[config.mk]
export PLATFORM = sky130hd
export DESIGN_NAME = data_memory
export DESIGN_NICKNAME = d
export VERILOG_FILES = /design/src/rtl/data_memory.sv
export SDC_FILE = /design/constraint.sdc
export NUM_CORES = 2
export LEC_CHECK = 0
export BUFFER_PORTS_ARGS = -buffer_cell sky130_fd_sc_hd__buf_4
export CORE_AREA = 2 2 415 458
export DETAILED_ROUTE_END_ITERATION = 6
export DIE_AREA = 0 0 417 460
export GPL_TIMING_DRIVEN = 0
export HOLD_SLACK_MARGIN = 0.1
export PLACE_DENSITY_LB_ADDON = 0.12
export RECOVER_POWER = 25
export SKIP_CTS_REPAIR_TIMING = 1
export SYNTH_ARGS = -nofsm -noshare
export SYNTH_HDL_FRONTEND = slang
export SYNTH_SLANG_ARGS = --single-unit
[constraint.sdc]
create_clock -name clk -period 8.3 [get_ports clk]
set_input_delay 0.83 -clock clk [delete_from_list [all_inputs] [get_ports clk]]
set_output_delay 0.83 -clock clk [all_outputs]
set_load 0.03 [all_outputs]
[src/rtl/data_memory.sv]
// Synchronous LEGv8 data memory with byte/half/word/doubleword access, valid/ready
// request handshake, registered response and read-modify-write sub-word stores.
module data_memory #(
   parameter int DATA_WIDTH   = 64,
   parameter int DEPTH        = 32,
   parameter int INIT_PATTERN = 1
) (
   input  logic                  clk,
   input  logic                  reset,
   input  logic                  req_valid,
   output logic                  req_ready,
   input  logic                  req_write,
   input  logic [1:0]            req_size,
   input  logic                  req_signed,
   input  logic [63:0]           req_addr,
   input  logic [DATA_WIDTH-1:0] req_wdata,
   output logic                  resp_valid,
   output logic [DATA_WIDTH-1:0] resp_rdata,
   output logic                  resp_error
);

   // state | meaning
   // IDLE  | ready for a request; array read or full store happens at accept
   // READ  | old word available: extract load result, or merge store lane
   // RMW   | write merged word back for a sub-doubleword store
   // RESP  | one-cycle response pulse, then back to IDLE
   typedef enum logic [1:0] {IDLE, READ, RMW, RESP} state_t;

   localparam int IDX_W  = $clog2(DEPTH);
   localparam int IDX_HI = IDX_W + 2;

   state_t                  state;
   logic [DATA_WIDTH-1:0]   mem [DEPTH];
   logic [DATA_WIDTH-1:0]   rd_word;
   logic [IDX_HI:0]         addr_r;
   logic [1:0]              size_r;
   logic                    signed_r;
   logic                    rmw_r;
   logic [DATA_WIDTH-1:0]   wdata_r;
   logic [DATA_WIDTH-1:0]   merge_r;

   logic                    mis_err;
   logic                    range_err;
   logic                    req_err;
   logic                    accept;
   logic                    full_store;
   logic                    mem_we;
   logic                    rd_en;
   logic [IDX_W-1:0]        mem_widx;
   logic [IDX_W-1:0]        mem_ridx;
   logic [DATA_WIDTH-1:0]   mem_wdata;
   logic [5:0]              shamt;
   logic [DATA_WIDTH-1:0]   shifted;
   logic [DATA_WIDTH-1:0]   lmask;
   logic [DATA_WIDTH-1:0]   load_val;
   logic [DATA_WIDTH-1:0]   merged;

   // Storage holds each word XORed with its initial value, so zero-powered RAM
   // reads back as the init pattern without any initialisation pass.
   function automatic logic [DATA_WIDTH-1:0] pat(input logic [IDX_W-1:0] idx);
      if (INIT_PATTERN != 0)
         return DATA_WIDTH'(idx) * DATA_WIDTH'(100);
      else
         return '0;
   endfunction

   function automatic logic [DATA_WIDTH-1:0] size_mask(input logic [1:0] sz);
      case (sz)
         2'd0:    return DATA_WIDTH'(64'h0000_0000_0000_00FF);
         2'd1:    return DATA_WIDTH'(64'h0000_0000_0000_FFFF);
         2'd2:    return DATA_WIDTH'(64'h0000_0000_FFFF_FFFF);
         default: return '1;
      endcase
   endfunction

   always_comb begin
      case (req_size)
         2'd0:    mis_err = 1'b0;
         2'd1:    mis_err = req_addr[0];
         2'd2:    mis_err = |req_addr[1:0];
         default: mis_err = |req_addr[2:0];
      endcase
   end

   assign range_err  = |req_addr[63:IDX_HI+1];
   assign req_err    = mis_err | range_err;
   assign accept     = (state == IDLE) && req_valid && !reset;
   assign full_store = req_write && (req_size == 2'd3);

   assign mem_we    = (accept && !req_err && full_store) || ((state == RMW) && !reset);
   assign rd_en     = accept && !req_err && !full_store;
   assign mem_widx  = (state == RMW) ? addr_r[IDX_HI:3] : req_addr[IDX_HI:3];
   assign mem_ridx  = req_addr[IDX_HI:3];
   assign mem_wdata = (state == RMW) ? merge_r : req_wdata;

   always_ff @(posedge clk) begin
      if (mem_we)
         mem[mem_widx] <= mem_wdata ^ pat(mem_widx);
      if (rd_en)
         rd_word <= mem[mem_ridx] ^ pat(mem_ridx);
   end

   assign shamt   = {addr_r[2:0], 3'b000};
   assign shifted = rd_word >> shamt;
   assign lmask   = size_mask(size_r) << shamt;
   assign merged  = (rd_word & ~lmask) | ((wdata_r & size_mask(size_r)) << shamt);

   always_comb begin
      case (size_r)
         2'd0:    load_val = {{56{signed_r & shifted[7]}},  shifted[7:0]};
         2'd1:    load_val = {{48{signed_r & shifted[15]}}, shifted[15:0]};
         2'd2:    load_val = {{32{signed_r & shifted[31]}}, shifted[31:0]};
         default: load_val = rd_word;
      endcase
   end

   always_ff @(posedge clk or posedge reset) begin
      if (reset) begin
         state      <= IDLE;
         req_ready  <= 1'b1;
         resp_valid <= 1'b0;
         resp_rdata <= '0;
         resp_error <= 1'b0;
         addr_r     <= '0;
         size_r     <= '0;
         signed_r   <= 1'b0;
         rmw_r      <= 1'b0;
         wdata_r    <= '0;
         merge_r    <= '0;
      end else begin
         case (state)
            IDLE: begin
               if (accept) begin
                  req_ready  <= 1'b0;
                  resp_rdata <= '0;
                  resp_error <= req_err;
                  addr_r     <= req_addr[IDX_HI:0];
                  size_r     <= req_size;
                  signed_r   <= req_signed;
                  wdata_r    <= req_wdata;
                  rmw_r      <= req_write;
                  if (req_err || full_store) begin
                     resp_valid <= 1'b1;
                     state      <= RESP;
                  end else begin
                     state <= READ;
                  end
               end
            end
            READ: begin
               if (rmw_r) begin
                  merge_r <= merged;
                  state   <= RMW;
               end else begin
                  resp_rdata <= load_val;
                  resp_valid <= 1'b1;
                  state      <= RESP;
               end
            end
            RMW: begin
               resp_valid <= 1'b1;
               state      <= RESP;
            end
            default: begin
               resp_valid <= 1'b0;
               resp_error <= 1'b0;
               req_ready  <= 1'b1;
               state      <= IDLE;
            end
         endcase
      end
   end

endmodule

==> results.cfg <==
[cts]
clk_pin_slew_ps = 70
clock_latency_ps = 910
cts_buffer_depth = 3
numClockSinks = 2321
cts-buffers-inserted = 224
cts_htree_levels = 4
clockRootBuffer = clkbuf_16
cts_tree = built

[worst_setup_path]
critical-path-slowest-cell = clkbuf_1
startpoint = state[0]$_DFFE_PP0P_
path_cells = inv_1, ha_1, clkbuf_1, clkbuf_1, clkbuf_1, o21ai_0, ha_1, inv_1, ha_1, ha_1, ha_1, a21o_1, a21oi_1, xnor2_2, buf_6
max_stage_delay_ps = 970
reg2reg_to = mem[18][11]$_DFFE_PP_
r2r-start = state[0]$_DFFE_PP0P_
cp_top_family = buffers and inverters
path_common_cell = ha_1
cp_max_fo = 18
startpoint_type = flop
worstPathRequired_ps = 9020
crit_type = flop to flop
cp-end-kind = flop
r2r_slack_ps = 2060
crit_arrival_ps = 6960
reg2regPathDepth = 15
cp_num_buf_inv = 6

[timing]
fmax_ghz = 0.160
finClkSkew_ps = 49.2
hold_viol = 0
fin_crit_ps = 6240
setup_slack_ps = 2060
slew-limit-headroom = -0.523
grt_setup_unrepaired = no
slew_violations = 225
fin_tns_setup_ps = 0
setup_viol = 0
tightest_slew_ps = 2290
fin_crit_sh = 0.752
hold_slack_ps = 161

[global_routing]
grt_pass1_vias = 50800
globalRouteTotalUtil = 0.331
grt_pass1_wl_um = 427000
antenna_found_initial = 16
grt_max_degree = 40
grt_overflow_total = 0

[routing]
drt_iter0_markers = 7318
wl_per_cell_um = 39.7
vias = 52400
first_pass_iters = 6
routed_wl_um = 316000
routed_via_density = 6.59
drc = 0
ant_nets = 0

[place]
dp_worst_setup_slack_ps = 1540
port_buffers = 201
place_area_mm2 = 0.101
gp_congestion = 1.01
place.detailed.hpwl_um = 226000

[min_path]
hold_path_startpoint = req_wdata[3]
hold_depth = 3
hold_path_class = input pin to flop
worstHoldEndpoint = wdata_r[3]$_DFFE_PP0P_

[floorplanning]
placementRows = 167
start_util = 0.497
dieArea_mm2 = 0.192
fp.dieH_um = 460
io_pins = 202
coreArea_mm2 = 0.187
die_w_um = 417

[synth]
netlist_area_mm2 = 0.0931
yosys.area_share.simple = 0.0338
synthAdderAreaFrac = 0.00524
synth-seq-cells = 2321
synth_fp_nets = 4894
ys_warn_count = 0
synth_common_cells = edfxtp_1, mux4_2, nand2_1
yosysMostFrequentCell = edfxtp_1
synthArstFlopShare = 0.0900
synth_top_family_by_area = multiplexers
synth_edf_count = 2112
synth_xor_area_frac = 0.00273
avgSynthCellArea_um2 = 19.7
yosys.area.top_type = edfxtp_1
synth-seq-area-share = 0.737
synth_area_leaders = edfxtp_1, mux4_2, dfrtp_1
synth_compound_area_frac = 0.0316
synth.mux.area_fraction = 0.175
synthCells = 4722
synth-main-ff-cell = edfxtp_1
ys_types = 65
yosysTopAreaCellShare = 0.681

[final_layout]
multi_input_area_mm2 = 0.0234
regArea_mm2 = 0.0687
nFillCells = 14100
final_core_util = 0.575
final_layout_size_suffix_gt1_frac = 0.270
finalInstanceArea_mm2 = 0.108
nNetsFinal = 5466
area_growth_pct = 15.7

[power]
cellLeakagePower_uw = 0.0355
power_density_mw_per_mm2 = 313
ir_worst_vdd_uv = 255

[run_status]
status = complete, but fails checks
violations = max-capacitance violations, max-slew violations

[flow_run]
timing.max_cap.violations = 12
final cells by class:
type,count,area share
Timing Repair Buffer,346,0.0369
Multi-Input combinational cell,2102,0.217
Buffer,275,0.0115
Sequential cell,2321,0.637
Tap cell,2450,0.0285
Antenna cell,12,0.000279
Clock inverter,141,0.0123
Inverter,24,0.000848
Clock buffer,275,0.0550
per-layer routing:
| metal | wire [um] | track usage | vias up |
|---|---|---|---|
| met2 | 146000 | 0.506 | 3167 |
| met1 | 126000 | 0.480 | 28200 |
| met3 | 31300 | 0.0585 | 553 |
| li1 | - | - | 20400 |
| met5 | 49 | 0 | - |
| met4 | 13100 | 0.126 | 8 |
where the power goes:
part	internal, uW	switching [uW]	total (uW)
Combinational	2030	5470	7510
Clock	5740	4440	10200
Sequential	15400	581	16000
Total	23200	10500	33700
metrics by stage:
step | total power (uW) | instances
2_1_floorplan | 20000 | 4722
3_3_place_gp | 23200 | 7373
3_5_place_dp | 23700 | 7517
4_1_cts | 33800 | 7933
5_1_grt | 34600 | 7937
6_report | 33700 | 7946
flip-flops by register name (all words and copies together), names as in the netlist:
register	count
addr_r	8
mem	2048
merge_r	64
rd_word	64
req_ready	1
resp_error	1
resp_rdata	64
resp_valid	1
rmw_r	1
signed_r	1
size_r	2
state	2
wdata_r	64
cells by family after synthesis:
group,Yosys count
fa+ha+maj,38
flops,2321
compound gates,439
xor+xnor,29
buf+inv,299
mux,841
simple gates,755
cells in the final DEF, fill, tap and decap left out, types with 12 or more instances in the layout:
cell type and count:
nand3_1 20, xor2_1 14, buf_2 91, buf_12 100
nor2_4 26, edfxtp_1 2112, nand2_1 439, a211oi_1 19
clkbuf_1 263, a22o_1 33, diode_2 12, clkinv_2 33
buf_16 19, inv_1 20, or2_2 46, mux2_2 77
clkbuf_16 226, a221oi_1 30, mux2i_1 116, nor4_1 14
mux4_2 621, dfrtp_1 208, nor2b_1 18, mux2_1 27
buf_1 27, ha_1 35, nor2_1 154, a21oi_1 82
nand2b_1 16, clkinv_1 68, buf_6 16, o21ai_0 143
a22oi_1 13, o211ai_1 14, buf_4 140, bufinv_16 22
a32oi_1 12
worst reg2reg max path, stage by stage, from the launching register on:
cell	delay (ps)
dfrtp_1	440
inv_1	130
ha_1	210
clkbuf_1	560
clkbuf_1	830
clkbuf_1	970
o21ai_0	410
ha_1	410
inv_1	40
ha_1	280
ha_1	280
ha_1	330
a21o_1	130
a21oi_1	100
xnor2_2	650
buf_6	280
worst max path at each step:
stage                                       to  cells after the start
floorplan                 mem[26][0]$_DFFE_PP_                      5
global placement          mem[6][35]$_DFFE_PP_                      6
detailed placement       rd_word[11]$_DFFE_PP_                     15
CTS                      mem[18][11]$_DFFE_PP_                     15
global route        resp_rdata[27]$_DFFE_PP0P_                      6
finish                   mem[18][11]$_DFFE_PP_                     15
(Power assumes the default switching activity.)
